[src/rtl/uart_pkg.sv]
// Shared UART transmitter types and line constants.
package uart_pkg;

    localparam int LEN_FIELD_W = 4;

    localparam logic IDLE_LEVEL  = 1'b1;
    localparam logic START_LEVEL = 1'b0;
    localparam logic STOP_LEVEL  = 1'b1;

    typedef enum logic [2:0] {
        IDLE,
        WAIT,
        LEN,
        START,
        DATA,
        PARITY,
        STOP
    } tx_state_e;

endpackage

[src/rtl/uart_baud_tx.sv]
// Free-running bit-period tick: one tx_clk wide, every CLK_PER_BIT cycles.
module uart_baud_tx
    import uart_pkg::*;
#(
    parameter int CLK_PER_BIT = 10
) (
    input  logic tx_clk,
    input  logic rst_n,
    output logic baudratetx
);

    localparam int CW = $clog2(CLK_PER_BIT);
    localparam logic [CW-1:0] LAST = CW'(CLK_PER_BIT - 1);

    logic [CW-1:0] cnt;

    always_ff @(posedge tx_clk or negedge rst_n) begin
        if (!rst_n) begin
            cnt <= '0;
        end else if (cnt == LAST) begin
            cnt <= '0;
        end else begin
            cnt <= cnt + CW'(1);
        end
    end

    assign baudratetx = (cnt == LAST);

endmodule

[src/rtl/uart_transmitter.sv]
// Framed UART transmitter: length field, start, data LSB first, stop.
// Optional parity bit enabled by defining UART_TX_PARITY_EN.
module uart_transmitter
    import uart_pkg::*;
#(
    parameter int DATA_LENGTH = 8,
    parameter int CLK_PER_BIT = 10
) (
    input  logic                   tx_clk,
    input  logic                   rst_n,
    input  logic                   tx_start,
    input  logic [DATA_LENGTH-1:0] parallel_datain,
    input  logic                   parity_type,
    output logic                   serialdata_out,
    output logic                   tx_done,
    output logic                   baudratetx
);

`ifdef UART_TX_PARITY_EN
    localparam int P = 1;
`else
    localparam int P = 0;
`endif

    localparam logic [LEN_FIELD_W-1:0] LEN_VAL =
        LEN_FIELD_W'(DATA_LENGTH + P + 2);
    localparam logic [3:0] LAST_BIT = 4'(DATA_LENGTH - 1);

    tx_state_e              state;
    tx_state_e              state_nxt;
    logic [3:0]             bit_cnt;
    logic [3:0]             bit_cnt_nxt;
    logic [DATA_LENGTH-1:0] data_r;
    logic [DATA_LENGTH-1:0] data_nxt;
    logic [DATA_LENGTH-1:0] data_nb;
    logic [1:0]             len_idx;
    logic                   sout_nxt;
    logic                   tick;

`ifdef UART_TX_PARITY_EN
    logic par_bit;
    logic par_bit_nxt;
`else
    logic unused_parity;
    assign unused_parity = parity_type;
`endif

    uart_baud_tx #(
        .CLK_PER_BIT(CLK_PER_BIT)
    ) u_baud (
        .tx_clk    (tx_clk),
        .rst_n     (rst_n),
        .baudratetx(tick)
    );

    assign baudratetx = tick;
    assign tx_done    = (state == IDLE);
    assign len_idx    = bit_cnt[1:0] - 2'd1;
    assign data_nb    = data_r >> (bit_cnt + 4'd1);

    always_ff @(posedge tx_clk or negedge rst_n) begin
        if (!rst_n) begin
            state          <= IDLE;
            bit_cnt        <= '0;
            data_r         <= '0;
            serialdata_out <= IDLE_LEVEL;
`ifdef UART_TX_PARITY_EN
            par_bit        <= 1'b0;
`endif
        end else begin
            state          <= state_nxt;
            bit_cnt        <= bit_cnt_nxt;
            data_r         <= data_nxt;
            serialdata_out <= sout_nxt;
`ifdef UART_TX_PARITY_EN
            par_bit        <= par_bit_nxt;
`endif
        end
    end

    always_comb begin
        state_nxt = state;
        unique case (state)
            IDLE:  if (tx_start) state_nxt = WAIT;
            WAIT:  if (tick) state_nxt = LEN;
            LEN:   if (tick && bit_cnt == 4'd0) state_nxt = START;
            START: if (tick) state_nxt = DATA;
            DATA: begin
                if (tick && bit_cnt == LAST_BIT) begin
`ifdef UART_TX_PARITY_EN
                    state_nxt = PARITY;
`else
                    state_nxt = STOP;
`endif
                end
            end
`ifdef UART_TX_PARITY_EN
            PARITY: if (tick) state_nxt = STOP;
`endif
            STOP:  if (tick) state_nxt = IDLE;
            default: state_nxt = IDLE;
        endcase
    end

    // Next line level is chosen on each tick; the line itself is registered.
    always_comb begin
        bit_cnt_nxt = bit_cnt;
        data_nxt    = data_r;
        sout_nxt    = serialdata_out;
`ifdef UART_TX_PARITY_EN
        par_bit_nxt = par_bit;
`endif
        unique case (state)
            IDLE: begin
                sout_nxt = IDLE_LEVEL;
                if (tx_start) begin
                    data_nxt    = parallel_datain;
                    bit_cnt_nxt = '0;
`ifdef UART_TX_PARITY_EN
                    par_bit_nxt = ^parallel_datain ^ parity_type;
`endif
                end
            end
            WAIT: begin
                if (tick) begin
                    sout_nxt    = LEN_VAL[LEN_FIELD_W-1];
                    bit_cnt_nxt = 4'(LEN_FIELD_W - 1);
                end
            end
            LEN: begin
                if (tick) begin
                    if (bit_cnt == 4'd0) begin
                        sout_nxt = START_LEVEL;
                    end else begin
                        sout_nxt    = LEN_VAL[len_idx];
                        bit_cnt_nxt = bit_cnt - 4'd1;
                    end
                end
            end
            START: begin
                if (tick) begin
                    sout_nxt    = data_r[0];
                    bit_cnt_nxt = '0;
                end
            end
            DATA: begin
                if (tick) begin
                    if (bit_cnt == LAST_BIT) begin
`ifdef UART_TX_PARITY_EN
                        sout_nxt = par_bit;
`else
                        sout_nxt = STOP_LEVEL;
`endif
                    end else begin
                        sout_nxt    = data_nb[0];
                        bit_cnt_nxt = bit_cnt + 4'd1;
                    end
                end
            end
`ifdef UART_TX_PARITY_EN
            PARITY: if (tick) sout_nxt = STOP_LEVEL;
`endif
            STOP: if (tick) sout_nxt = IDLE_LEVEL;
            default: sout_nxt = IDLE_LEVEL;
        endcase
    end

endmodule

[config.mk]
export PLATFORM = sky130hd
export DESIGN_NAME = uart_transmitter
export DESIGN_NICKNAME = d
export VERILOG_FILES = /design/src/rtl/uart_pkg.sv /design/src/rtl/uart_baud_tx.sv /design/src/rtl/uart_transmitter.sv
export SDC_FILE = /design/constraint.sdc
export NUM_CORES = 1
export LEC_CHECK = 0
export CAP_MARGIN = 20
export CORE_UTILIZATION = 50
export CTS_CLUSTER_SIZE = 8
export DETAILED_ROUTE_END_ITERATION = 7
export DONT_BUFFER_PORTS = 1
export PLACE_DENSITY = 0.72
export SYNTH_ARGS = -nofsm -noshare
export SYNTH_HDL_FRONTEND = slang
export SYNTH_SLANG_ARGS = --single-unit
[constraint.sdc]
create_clock -name tx_clk -period 1.9 [get_ports tx_clk]
set_clock_uncertainty 0.15 [all_clocks]
set_input_delay 0.57 -clock tx_clk [delete_from_list [all_inputs] [get_ports tx_clk]]
set_output_delay 0.57 -clock tx_clk [all_outputs]
set_load 0.05 [all_outputs]
==> run summary <==
The flow ran to the end, but the final reports show violations. The final reports fail on negative setup slack. In this run the worst hold path is classified as primary input to flop. On the final layout, the worst hold slack is 0.225 ns.

The library cells used most frequently in the layout, excluding fill and tap cells, are sky130_fd_sc_hd__buf_4, sky130_fd_sc_hd__dfrtp_1, sky130_fd_sc_hd__nand2_1. TritonCTS built the clock tree. The portion of total power attributed to combinational logic is 0.036. The internal portion of total power is 0.529 mW.

The total die area is 2890 um2. The post-synthesis instance total came out at 126. The number of storage elements in the synthesis netlist came out at 20. The share of synthesized area in the top cell type comes to 0.355. CTS built an H-tree with a depth of 1.

The number of DRC markers after the initial detailed-route iteration is 15. The source-to-sink clock delay at the later pin of the worst-skew pair is 0.32 ns. The port buffer count came out at 0. Once layout is complete, the utilization of the core stands at 0.632. The net total in the final layout came out at 158. The cell area power density is 435 nW/um2.

The most frequently used flop master after synthesis is sky130_fd_sc_hd__dfrtp_1. The total chip power is 0.688 mW. The setup slack of the most critical reg-to-reg path came out at 0.04 ns. The clock edge transition at the registers on the reported setup and hold paths came out at 0.12 ns. The placeable core area is 2500 um2. Of all nets on the critical path, the largest fanout is 2. The static power due to leakage is 0.693 nW. The part of the power in the clock network is 0.324.

The final critical-path share of the clock period is 1.04. At the pin with the least slew margin, the transition time is 0.890 ns. The worst hold path terminates at data_r[0]. The net switching power came out at 0.159 mW.

The number of synthesized flops with an enable pin came out at 0. The critical path is of the flop to output pin type. Across the run, the number of max-cap violations was 0.

The cell area after layout is 1580 um2. The initial antenna violation count came out at 0. The worst vdd rail ir drop is 0.491 mV. The number of placement rows is 18.

The die outline height is 53.7 um. Entering global routing, the biggest net connects 21 pins. The routability-driven placement congestion ratio is 0.909. Counting along the longest clock path gives a buffer depth of 2. The max-slew violation count came out at 0. The final hold violation count is 0. The global-route wire length before repair came out at 4.77 mm. STA classifies the critical path startpoint as a flop. The starting utilization of the core area came out at 0.535.

The number of nets in the synthesized netlist came out at 140. The total congestion overflow after global routing is 0. The via count came out at 1056.

After layout, the minimum clock period comes to 1.98 ns. The net switching share of the total power came out at 0.231. The mapped cell area came out at 1340 um2. The worst register-to-register path begins at state[2]. The final-report setup violation count came out at 1. The distinct cell type count after synthesis is 49. In this run the critical register-to-register path is captured at bit_cnt[2]. The global-route usage over all layers is 0.238.

In the routed design, unresolved DRC markers number 0. The part of the Yosys area used for sequential elements is 0.375. The number of clock sinks came out at 20. STA classifies the critical path endpoint as an output pin. The total wire length is 2.84 mm. The die boundary width is 53.7 um. The cell sitting at the root of the clock tree is a sky130_fd_sc_hd__clkbuf_4. The tightest slew margin relative to the limit came out at 0.405. The via count of the first global-routing pass came out at 1051.

The worst hold path begins at parallel_datain[0]. The maximum clock frequency came out at 505 MHz. The total iterations of the first detailed-routing run is 4.

Of the total power, registers draw 0.639. The placed cell area is 1450 um2. The cell depth of the worst flop-to-flop path is 6. Setup repair after global routing could not meet its margin everywhere. The per-cell via count in the routed design came out at 6.10. The final HPWL from detailed placement is 2.00 mm.

By area the synthesized netlist is led by sky130_fd_sc_hd__dfrtp_1, sky130_fd_sc_hd__mux2_1, sky130_fd_sc_hd__mux2_2. The number of synthesis warnings came out at 0. The minimum setup slack in the final design is -0.0794 ns. The post-synthesis async set-or-reset flop share is 1.00.

The number of placed I/O pins came out at 15. The detail route stage leaves a number of antenna-violating nets equal to 0. The data required time at the worst endpoint is 1.18 ns. After detailed routing, the average wire length per cell comes to 16.4 um. The count of fill cells added during filler insertion came out at 184. The fraction of layout cells with a size suffix above 1 is 0.378. The arrival time reported for the critical path endpoint is 1.26 ns. The largest total area in the synthesized netlist belongs to sky130_fd_sc_hd__dfrtp_1.

The hold-critical path depth is 1. A synthesized cell averages 10.6 um2. The antenna diode instance count came out at 0.

The signed area change from the synthesized netlist to the final layout is 18.1%. The most common library cell in the layout ignoring fill and taps is sky130_fd_sc_hd__buf_4. The number of clock buffers added by TritonCTS is 3.
==> cells by family after synthesis <==
kind of cell / synth area share
DFF: 0.375
adders and majority gates: 0.0262
buffers and inverters: 0.0683
AOI/OAI and AO/OA: 0.167
and+or+nand+nor: 0.204
muxes: 0.147
xor gates and xnor gates: 0.0131
==> routing by layer <==
metal,part of all wire,routed length (um),track usage
met1,0.42,1180,0.282
met2,0.53,1490,0.409
met4,0.018,52,0.118
met5,0,0,0
met3,0.040,113,0.0395
==> repair_timing <==
item,4_1_cts,5_1_grt
setup buffers,6,0
cloned,0,0
endpoints found under the setup margin,2,14
hold buffers,1,0
resized for setup,7,7
hold endpoints to repair,20,0
pin swaps,2,1
==> stage by stage <==
stage          setup TNS, ns  setup WS (ns)  cells
3_3_place_gp               0         0.0617    162
2_1_floorplan      -0.000557      -0.000557    126
4_1_cts              -0.0762        -0.0762    173
5_1_grt               -0.187         -0.115    173
6_report             -0.0794        -0.0794    173
3_5_place_dp               0         0.0542    162
==> registers in the layout, summed over array words and instances, names as in the netlist <==
signal and flops:
serialdata_out 1, u_baud.cnt 4, data_r 8, bit_cnt 4, state 3
==> cells in the mapped netlist (2+ instances only) <==
library cell and n:
sky130_fd_sc_hd__a2111oi_0 2, sky130_fd_sc_hd__a21oi_1 5, sky130_fd_sc_hd__a22oi_1 3, sky130_fd_sc_hd__buf_4 2, sky130_fd_sc_hd__buf_6 4, sky130_fd_sc_hd__clkbuf_1 2, sky130_fd_sc_hd__dfrtp_1 19, sky130_fd_sc_hd__ha_1 2
sky130_fd_sc_hd__inv_1 5, sky130_fd_sc_hd__mux2_1 6, sky130_fd_sc_hd__mux2_2 5, sky130_fd_sc_hd__mux2i_1 5, sky130_fd_sc_hd__nand2_1 8, sky130_fd_sc_hd__nand2b_1 6, sky130_fd_sc_hd__nand3_1 3, sky130_fd_sc_hd__nand3b_1 2
sky130_fd_sc_hd__nor2_1 4, sky130_fd_sc_hd__nor2b_1 3, sky130_fd_sc_hd__o211ai_1 2, sky130_fd_sc_hd__o21a_1 3, sky130_fd_sc_hd__o21ai_0 2, sky130_fd_sc_hd__o22ai_1 3, sky130_fd_sc_hd__o31ai_1 2, sky130_fd_sc_hd__or2_2 2
sky130_fd_sc_hd__xnor2_1 2
==> power groups by stage <==
stage,logic (mW),clock network [mW],registers [mW]
finish,0.0248,0.223,0.440
floorplan,0.0117,0,0.445
detailed placement,0.0131,0,0.447
global route,0.0280,0.243,0.441
global placement,0.0126,0,0.447
CTS,0.0231,0.227,0.439
==> how the worst max path moves through the flow <==
stage | slack (ns) | endpoint | startpoint | depth (start not counted)
finish | -0.08 | tx_done | state[0] | 3
global route | -0.12 | tx_done | state[0] | 3
CTS | -0.08 | tx_done | state[0] | 3
detailed placement | 0.05 | bit_cnt[1] | bit_cnt[1] | 6
global placement | 0.06 | bit_cnt[0] | bit_cnt[1] | 6
floorplan | -0.0006 | tx_done | state[0] | 3
==> area by class of cell <==
type / instances / area, um2 / area share
tap: 30 / 37.5 / 0.0238
clock buffer: 4 / 26.3 / 0.0166
timing repair buffer: 22 / 191 / 0.121
sequential: 20 / 505 / 0.320
inverter: 5 / 18.8 / 0.0119
multi-input combinational: 92 / 800 / 0.506
==> worst max-delay path, stage by stage (launching register included) <==
cell and delay [ns]:
sky130_fd_sc_hd__dfrtp_2 0.43, sky130_fd_sc_hd__or2_4 0.27, sky130_fd_sc_hd__nor2_4 0.10, sky130_fd_sc_hd__buf_12 0.14
Power figures use the tool's default switching activity.
